<file path="config.mk">
export PLATFORM = sky130hd
export DESIGN_NAME = reader
export DESIGN_NICKNAME = d
export VERILOG_FILES = /design/src/rtl/reader.sv
export SDC_FILE = /design/constraint.sdc
export NUM_CORES = 1
export LEC_CHECK = 0
export CORE_AREA = 10 10 229 231
export DETAILED_ROUTE_END_ITERATION = 12
export DIE_AREA = 0 0 239 241
export HOLD_SLACK_MARGIN = 0.1
export PLACE_DENSITY = 0.66
export SYNTH_ARGS = -nofsm -noshare
export SYNTH_HDL_FRONTEND = slang
export SYNTH_SLANG_ARGS = --single-unit
</file>
<file path="constraint.sdc">
create_clock -name clk -period 3.46 [get_ports clk]
set_input_delay 0.346 -clock clk [delete_from_list [all_inputs] [get_ports clk]]
set_output_delay 0.346 -clock clk [all_outputs]
set_load 0.01 [all_outputs]
</file>
<file path="src/rtl/reader.sv">
// AXI4 read-only checker: reads back the 512 KiB BRAM region and compares each beat with the fill pattern.
// Optional READER_RLAST_CHECK_EN also flags beats whose RLAST disagrees with the beat position.
module reader #(
   parameter int unsigned DW              = 512,
   parameter int unsigned AW              = 19,
   parameter int unsigned MAX_OUTSTANDING = 4
) (
   input  logic          clk,
   input  logic          resetn,
   input  logic          start,
   input  logic          zero_mode,
   output logic          busy,
   output logic          done,
   output logic          pass,
   output logic [15:0]   err_count,
   output logic [AW-1:0] first_err_addr,
   output logic [AW-1:0] M_AXI_ARADDR,
   output logic          M_AXI_ARVALID,
   output logic [7:0]    M_AXI_ARLEN,
   output logic [2:0]    M_AXI_ARSIZE,
   output logic [1:0]    M_AXI_ARBURST,
   output logic [2:0]    M_AXI_ARPROT,
   output logic [3:0]    M_AXI_ARID,
   output logic [3:0]    M_AXI_ARCACHE,
   output logic [3:0]    M_AXI_ARQOS,
   output logic          M_AXI_ARLOCK,
   input  logic          M_AXI_ARREADY,
   input  logic [DW-1:0] M_AXI_RDATA,
   input  logic [1:0]    M_AXI_RRESP,
   input  logic          M_AXI_RLAST,
   input  logic          M_AXI_RVALID,
   output logic          M_AXI_RREADY
);

   localparam int unsigned BYTES           = DW / 8;
   localparam int unsigned BURST_SIZE      = 4096;
   localparam int unsigned BEATS_PER_BURST = BURST_SIZE / BYTES;
   localparam int unsigned TOTAL_BURSTS    = 128;
   localparam int unsigned BEAT_W          = $clog2(BEATS_PER_BURST + 1);
   localparam int unsigned BURST_W         = $clog2(TOTAL_BURSTS + 1);
   localparam int unsigned OUT_W           = $clog2(MAX_OUTSTANDING + 1) + 1;

   typedef enum logic {AR_IDLE, AR_ISSUE} ar_state_t;

   ar_state_t           ar_state;
   logic [AW-1:0]       araddr_q;
   logic                arvalid_q;
   logic [BURST_W-1:0]  ar_issued;
   logic [OUT_W-1:0]    outstanding;
   logic                busy_q;
   logic                done_q;
   logic                pass_q;
   logic [15:0]         err_q;
   logic [AW-1:0]       first_q;
   logic                zero_q;
   logic [15:0]         exp_q;
   logic [BEAT_W-1:0]   beat_q;
   logic [BURST_W-1:0]  r_burst_q;

   logic                ar_hs;
   logic                r_hs;
   logic                burst_end;
   logic                burst_done;
   logic                last_beat;
   logic                rlast_err;
   logic                beat_err;
   logic [DW-1:0]       exp_data;
   logic [AW-1:0]       beat_addr;
   logic [OUT_W-1:0]    out_next;
   logic                ar_room;

   assign ar_hs      = arvalid_q & M_AXI_ARREADY;
   assign r_hs       = busy_q & M_AXI_RVALID;
   assign burst_end  = (beat_q == BEAT_W'(BEATS_PER_BURST));
   assign burst_done = r_hs & burst_end;
   assign last_beat  = burst_done & (r_burst_q == BURST_W'(TOTAL_BURSTS - 1));
   assign exp_data   = zero_q ? '0 : {(DW/16){exp_q}};
   assign beat_addr  = AW'(r_burst_q) * AW'(BURST_SIZE) + AW'(beat_q - BEAT_W'(1)) * AW'(BYTES);
   assign out_next   = outstanding + OUT_W'(ar_hs) - OUT_W'(burst_done);
   assign ar_room    = (out_next < OUT_W'(MAX_OUTSTANDING));

`ifdef READER_RLAST_CHECK_EN
   assign rlast_err = (M_AXI_RLAST != burst_end);
`else
   logic unused_rlast;
   assign unused_rlast = M_AXI_RLAST;
   assign rlast_err    = 1'b0;
`endif

   assign beat_err = r_hs & ((M_AXI_RDATA != exp_data) | (M_AXI_RRESP != 2'b00) | rlast_err);

   // AR issue FSM, R-side beat checker and pass bookkeeping
   always_ff @(posedge clk or negedge resetn) begin
      if (!resetn) begin
         ar_state    <= AR_IDLE;
         araddr_q    <= '0;
         arvalid_q   <= 1'b0;
         ar_issued   <= '0;
         outstanding <= '0;
         busy_q      <= 1'b0;
         done_q      <= 1'b0;
         pass_q      <= 1'b0;
         err_q       <= '0;
         first_q     <= '0;
         zero_q      <= 1'b0;
         exp_q       <= '0;
         beat_q      <= '0;
         r_burst_q   <= '0;
      end else begin
         done_q <= 1'b0;
         if (start && !busy_q) begin
            ar_state    <= AR_ISSUE;
            araddr_q    <= '0;
            arvalid_q   <= 1'b1;
            ar_issued   <= '0;
            outstanding <= '0;
            busy_q      <= 1'b1;
            pass_q      <= 1'b0;
            err_q       <= '0;
            first_q     <= '0;
            zero_q      <= zero_mode;
            exp_q       <= 16'd1;
            beat_q      <= BEAT_W'(1);
            r_burst_q   <= '0;
         end else begin
            outstanding <= out_next;
            case (ar_state)
               AR_ISSUE: begin
                  // the cap gates only a fresh assertion; a pending request holds until accepted
                  if (ar_hs) begin
                     araddr_q  <= araddr_q + AW'(BURST_SIZE);
                     ar_issued <= ar_issued + BURST_W'(1);
                     if (ar_issued == BURST_W'(TOTAL_BURSTS - 1)) begin
                        ar_state  <= AR_IDLE;
                        arvalid_q <= 1'b0;
                     end else begin
                        arvalid_q <= ar_room;
                     end
                  end else if (!arvalid_q) begin
                     arvalid_q <= ar_room;
                  end
               end
               default: ;
            endcase

            if (r_hs) begin
               exp_q  <= exp_q + 16'd1;
               beat_q <= burst_end ? BEAT_W'(1) : beat_q + BEAT_W'(1);
               if (burst_end) r_burst_q <= r_burst_q + BURST_W'(1);
            end

            if (beat_err) begin
               if (err_q != 16'hFFFF) err_q <= err_q + 16'd1;
               if (err_q == 16'd0) first_q <= beat_addr;
            end

            if (last_beat) begin
               busy_q <= 1'b0;
               done_q <= 1'b1;
               pass_q <= (err_q == 16'd0) && !beat_err;
            end
         end
      end
   end

   assign busy           = busy_q;
   assign done           = done_q;
   assign pass           = pass_q;
   assign err_count      = err_q;
   assign first_err_addr = first_q;
   assign M_AXI_ARADDR   = araddr_q;
   assign M_AXI_ARVALID  = arvalid_q;
   assign M_AXI_RREADY   = busy_q;
   assign M_AXI_ARLEN    = 8'(BEATS_PER_BURST - 1);
   assign M_AXI_ARSIZE   = 3'($clog2(BYTES));
   assign M_AXI_ARBURST  = 2'd1;
   assign M_AXI_ARPROT   = 3'd2;
   assign M_AXI_ARID     = 4'd0;
   assign M_AXI_ARCACHE  = 4'd0;
   assign M_AXI_ARQOS    = 4'd0;
   assign M_AXI_ARLOCK   = 1'b0;

endmodule

</file>
==> out/metrics.yaml, run 1 <==
outcome: "finished with violations"
violations: "negative setup slack"
routabilityCongestion: 1.051
arrival_ps: 3860
die_x_um: 239
fill_cells: 4770
drtIter0Drc: 2145
ys_seq_area_share_pct: 17.23
yosys-top-cells-area: "dfrtp_1 17%, o21ai_0 5.0%, nor2_1 4.7%"
timing.final.crit_share_pct: 103.8
grt_antenna_before_repair: 20
power_leakage_nw: 8.483
drt-vias-per-instance: 6.120
clockPowerShare_pct: 12.9
start_util_pct: 25.97
nets: 3147
p_sw_share_pct: 47.55
yosys.area_share.simple_pct: 32.78
crit_end: "first_err_addr[7]"
synthFlopType: "dfrtp_1"
synthXorXnorAreaFrac_pct: 6.597
rr_endpoint: "first_err_addr[7]"
first_pass_iters: 6
design.core.area_um2: 47550
areaGrowthSynthToFinish_pct: 80.01
rr_worst_depth: 15
async_reset_ff_share_pct: 100.0
postLayoutCoreUtil_pct: 46.74
path_clk_slew_ps: 70
drive_gt1_share_pct: 18.85
internal_power_mw: 4.042
finalSetupTns_ps: -1940
synth_compound_area_share_pct: 31.03
wl_per_cell_um: 36.17
syn-instance-count: 1766
avgSynthCellArea_um2: 6.991
io_buffers: 560
grt_util_all_layers_pct: 38.48
crit_fanout: 8
hold_buffers: 0
cp.required_ps: 3720
netlist.area_leader.share_pct: 17.23
max_freq_mhz: 278.3
place_hpwl_mm: 99.18
regToRegSetupSlack_ps: -130
yosys-top-cells-count: "156 x nor2_1, 123 x o21ai_0, 120 x nand2_1"
grt_pass1_wl_mm: 156.2
p_per_area_nw_per_um2: 346.7
drc_errors: 0
tightest_slew_ps: 1119
cts_sinks: 85
startpoint: "exp_q[13]"
numCtsBuffers: 9
h-tree-depth: 3
ant_nets: 0
startpoint_type: "register"
syn_area_um2: 12350
p_seq_share_pct: 20.2
synth_fa_ha_area_share_pct: 2.250
tritoncts: "built"
slew_viol_final: 0
max_cap_viol_count: 0
reg2reg_from: "exp_q[13]"
yosysMostFrequentCell: "nor2_1"
p_comb_share_pct: 66.9
clk_latency_ps: 360
io_pins: 609
grt_max_degree: 86
synth_edf_count: 0
synth_seq_cells: 85
synth_top_family_by_area: "simple AND/OR/NAND/NOR gates"
hold_class: "primary input to asynchronous set/reset pin"
setup_viol: 29
max_slew_margin_pct: 25.43
multi_input_area_um2: 9678
fin_ws_ps: -132.8
floorplan.die_area_um2: 57600
seq_area_um2: 2138
overflow: 0
rsz0062_at_grt: "yes"
cts_root_buf: "clkbuf_16"
muxShareOfSynthArea_pct: 0.9019
ys.warnings.count: 0
die_h_um: 241
hold_viol: 0
ys_types: 75
yosys.area.top_type: "dfrtp_1"
num_rows: 80
ir_drop_mv: 0.4716
fin_skew_ps: 12.64
fin_crit_ps: 3593
routed_wl_mm: 117.1
switchingPower_mw: 3.664
clockBufferDepth: 2
grt_pass1_vias: 19480
fin_total_pwr_mw: 7.706
end_kind: "register"
critPathKind: "register to register"
num_vias: 19810
-- layout make-up --
class	instances	share of cell area [%]
multi-input cells	1486	43.55
inverters	69	1.199
flip-flops and latches	85	9.621
diodes	12	0.1351
clock inverters	7	0.3265
well taps	615	3.462
clock buffers	9	1.013
repair buffers	954	40.70
-- logic make-up (layout without fill, tap and decap cells) --
logic type | count (synthesis) | after routing
other cells | 2 | 59
xor+xnor | 93 | 93
fa+ha+maj | 21 | 21
mux | 11 | 11
simple gates | 745 | 745
flops | 85 | 85
buf+inv | 240 | 1039
compound gates | 569 | 569
-- registers in the layout, summed over array words and instances (netlist names) --
register and flops:
r_burst_q 8, zero_q 1, beat_q 7, done 1
exp_q 16, M_AXI_ARADDR 7, outstanding 4, M_AXI_RREADY 1
ar_state 1, first_err_addr 13, ar_issued 8, M_AXI_ARVALID 1
pass 1, err_count 16
-- worst max-delay path: stages, from the launching register on --
cell        delay, ps
dfrtp_2           450
clkinvlp_4        270
buf_6             210
o41ai_4            40
buf_4             150
nand4_1           120
or4_4             580
nor4_4            430
buf_4             170
and4_1            170
and4_1            200
buf_6             150
a22oi_2            90
buf_4             170
clkbuf_16         150
o32ai_4           130
-- what timing repair did --
action / 4_1_cts / 5_1_grt
pin swaps: 15 / 17
endpoints found under the setup margin: 30 / 30
cloned: 1 / 2
resized for setup: 61 / 62
setup buffers: 11 / 10
-- placed cells by master, fill, tap and decap left out, types with 8 or more instances in the layout --
cell type,count
nor4bb_1,23
nor3_1,69
ha_1,19
nor4_1,63
xnor2_1,65
and2_1,9
nor4b_1,24
a31oi_1,78
and3_1,18
nor2_1,156
o32ai_1,40
o21bai_1,8
dfrtp_1,78
a22oi_1,9
nand3_1,56
o31ai_1,11
clkbuf_16,12
a21oi_1,82
inv_1,62
conb_1,47
diode_2,12
o22ai_1,62
o2111ai_1,19
xor2_1,28
mux2i_1,10
nor2b_1,22
or4_1,18
buf_6,17
nand2_1,120
a22o_1,8
o221ai_1,9
nand4_1,64
buf_12,27
nand2b_1,41
buf_4,344
clkdlybuf4s50_1,559
o21ai_0,119
o41ai_1,11
or3_1,14
-- layer usage --
layer	share of wire, %	vias up	track usage, %
met5	0.095	-	0
met4	6.6	18	23.56
met3	10	324	9.810
met2	46	1326	62.47
met1	38	9696	45.02
li1	-	8445	-
-- worst min path at each step --
stage / endpoint / cells after the start / slack (ps)
3_3_place_gp: pass / 1 / 500
4_1_cts: M_AXI_ARADDR[12] / 1 / 230
5_1_grt: M_AXI_ARADDR[17] / 1 / 280
2_1_floorplan: M_AXI_ARADDR[12] / 0 / 50
6_report: M_AXI_ARADDR[17] / 1 / 200
3_5_place_dp: pass / 1 / 500
-- stage by stage --
stage / area (um^2) / cells / hold slack [ps] / setup WS (ps)
after global routing: 22210 / 3232 / 284.2 / -167.8
after CTS: 21770 / 3213 / 228.6 / 2.059
after detailed placement: 21150 / 3186 / 498.4 / -627.0
after global placement: 21150 / 3186 / 499.5 / -623.0
after floorplan: 12520 / 1811 / 50.41 / 299.5
final: 22230 / 3237 / 204.1 / -132.8
-- power by group through the flow --
stage	Combinational [mW]	Clock, mW	Sequential [mW]
2_1_floorplan	1.98	0	1.48
3_3_place_gp	4.75	0	1.56
3_5_place_dp	4.79	0	1.56
4_1_cts	4.88	1.01	1.55
5_1_grt	5.31	1.04	1.59
6_report	5.15	0.993	1.56
Note: power is estimated with default switching activity, not from simulation.
==> run 2: changes to the inputs <==
Settings changed: CTS_CLUSTER_DIAMETER from default to 40.
==> results of run 2 <==
Final layout, timing and power as in run 1 (identical DEF).
==> run 3: changes to the inputs <==
Settings changed: REMOVE_ABC_BUFFERS from default to 1, TNS_END_PERCENT from default to 100.
==> run 3 against run 2 <==
Compared with the run above:
- the run still ends with negative setup slack left
- register-to-register slack worse by 80 ps
- via count up 4.1%
- sequential share of layout area down 0.26 points
- final cell count up 1.8%
- sequential power down 3%
- clock power about the same
- combinational power up 4%
- critical endpoint is now err_count[9]
- wire length up 6.0%
==> out/metrics.yaml, run 3 (synthesis gave the netlist of run 1 again) <==
cts_root_buf: "clkbuf_16"
p_sw_share_pct: 47.25
die_x_um: 239
startpoint_type: "register"
start_util_pct: 25.97
floorplan.die_area_um2: 57600
met3_length_mm: 14.93
setup_viol: 30
tritoncts: "built"
internal_power_mw: 4.162
switchingPower_mw: 3.728
ir_drop_mv: 0.3545
grt_antenna_before_repair: 33
end_kind: "register"
fin_total_pwr_mw: 7.890
fin_crit_ps: 3669
h-tree-depth: 3
wl_per_cell_um: 37.68
met2WireLength_mm: 54.13
multi_input_area_um2: 9808
grt_util_all_layers_pct: 40.73
p_comb_share_pct: 67.8
num_rows: 80
met1_length_mm: 48.70
max_slew_margin_pct: 39.03
regToRegSetupSlack_ps: -210
violations: "negative setup slack"
fin_hold_ws_ps: 100.8
cp.required_ps: 3710
power_leakage_nw: 8.768
fill_cells: 4688
numCtsBuffers: 9
arrival_ps: 3920
slew_viol_final: 0
grt_pass1_vias: 19750
seq_area_um2: 2132
overflow: 0
routed_wl_mm: 124.1
drt-vias-per-instance: 6.259
io_buffers: 560
tightest_slew_ps: 914.6
crit_fanout: 8
drc_errors: 0
drtIter0Drc: 3082
routabilityCongestion: 1.119
clockPowerShare_pct: 12.9
hold_viol: 0
hold_class: "primary input to asynchronous set/reset pin"
path_clk_slew_ps: 80
drive_gt1_share_pct: 20.71
cts_sinks: 85
first_pass_iters: 6
design.core.area_um2: 47550
final_cell_mix: "558 x clkdlybuf4s50_1, 395 x buf_4, 156 x nor2_1"
fin_skew_ps: 13.14
num_vias: 20620
clockBufferDepth: 2
timing.final.crit_share_pct: 106.1
nets: 3198
postLayoutCoreUtil_pct: 47.89
p_seq_share_pct: 19.3
rsz0062_at_grt: "yes"
areaGrowthSynthToFinish_pct: 84.42
fin_ws_ps: -209.4
critPathKind: "register to register"
max_cap_viol_count: 0
max_freq_mhz: 272.5
ant_nets: 0
io_pins: 609
routed.top_layer: "met5"
outcome: "finished with violations"
hold_buffers: 0
grt_max_degree: 71
clk_latency_ps: 350
place_hpwl_mm: 106.6
grt_pass1_wl_mm: 164.6
p_per_area_nw_per_um2: 346.5
die_h_um: 241
layout_commonest_cell: "clkdlybuf4s50_1"
[run 3: changes by cell type in the layout (fill, tap and decap cells not counted), moves of 4 or more]
cell     change
diode_2      +6
o32ai_2      +6
dfrtp_1      +5
dfrtp_2      -5
buf_4       +51
inv_2        -4
o22ai_1      -7
o22ai_2      +7
o32ai_1      -8
nor4_1       -4
[run 3: final timing paths]
check                      cells past startpoint            endpoint               start
min reg2reg                                    2  first_err_addr[15]  first_err_addr[15]
max in group asynchronous                      2       err_count[14]              resetn
min                                            1            ar_state              resetn
max reg2reg                                   15        err_count[9]           exp_q[13]
max                                           15        err_count[9]           exp_q[13]
min in group clk                               2  first_err_addr[15]  first_err_addr[15]
[run 3: repair_timing]
| action | 4_1_cts | 5_1_grt |
|---|---|---|
| resized for setup | 88 | 53 |
| buffers inserted | 10 | 4 |
| endpoints found under the setup margin | 30 | 30 |
| pin swaps | 17 | 35 |
| gates cloned | 4 | 0 |
[run 3: through the flow]
step                cells  TNS [ps]  cell area, um^2  setup slack (ps)
global route         3284     -3239            22750            -158.3
global placement     3247    -17630            21600            -655.8
finish               3294     -4892            22770            -209.4
floorplan            1640   -112920            11640             -3845
CTS                  3274    -875.7            22430            -78.59
detailed placement   3247    -17100            21600            -641.4
[run 3: layout make-up]
class,instances,share of cell area [%]
multi-input combinational,1486,43.07
timing repair buffer,1005,41.41
sequential,85,9.363
tap,615,3.379
inverter,69,1.187
clock buffer,9,0.9891
clock inverter,7,0.4011
antenna,18,0.1978
[run 3: critical path, stage by stage, from the launching register on]
cell and delay [ps]:
dfrtp_1 410, buf_12 150, inv_1 210, buf_4 310, nand2_1 90, a2111oi_0 480
o22ai_1 250, nor4_4 410, nand4_1 260, nor4_4 220, buf_6 150, buf_12 110
buf_12 110, buf_8 110, a211oi_2 60, o22a_1 210
[run 3: power by group through the flow]
stage | clock, mW | sequential [mW] | combinational [mW]
after global placement | 0 | 1.51 | 4.94
after CTS | 1.02 | 1.51 | 5.10
after detailed placement | 0 | 1.52 | 4.96
after global routing | 1.07 | 1.55 | 5.54
after floorplan | 0 | 1.72 | 1.58
final | 1.02 | 1.52 | 5.35
[run 3: per-layer routing]
layer / track usage, % / vias up
li1: - / 8528
met1: 52.35 / 10090
met2: 62.84 / 1683
met3: 10.68 / 309
met4: 18.48 / 10
met5: 0 / -
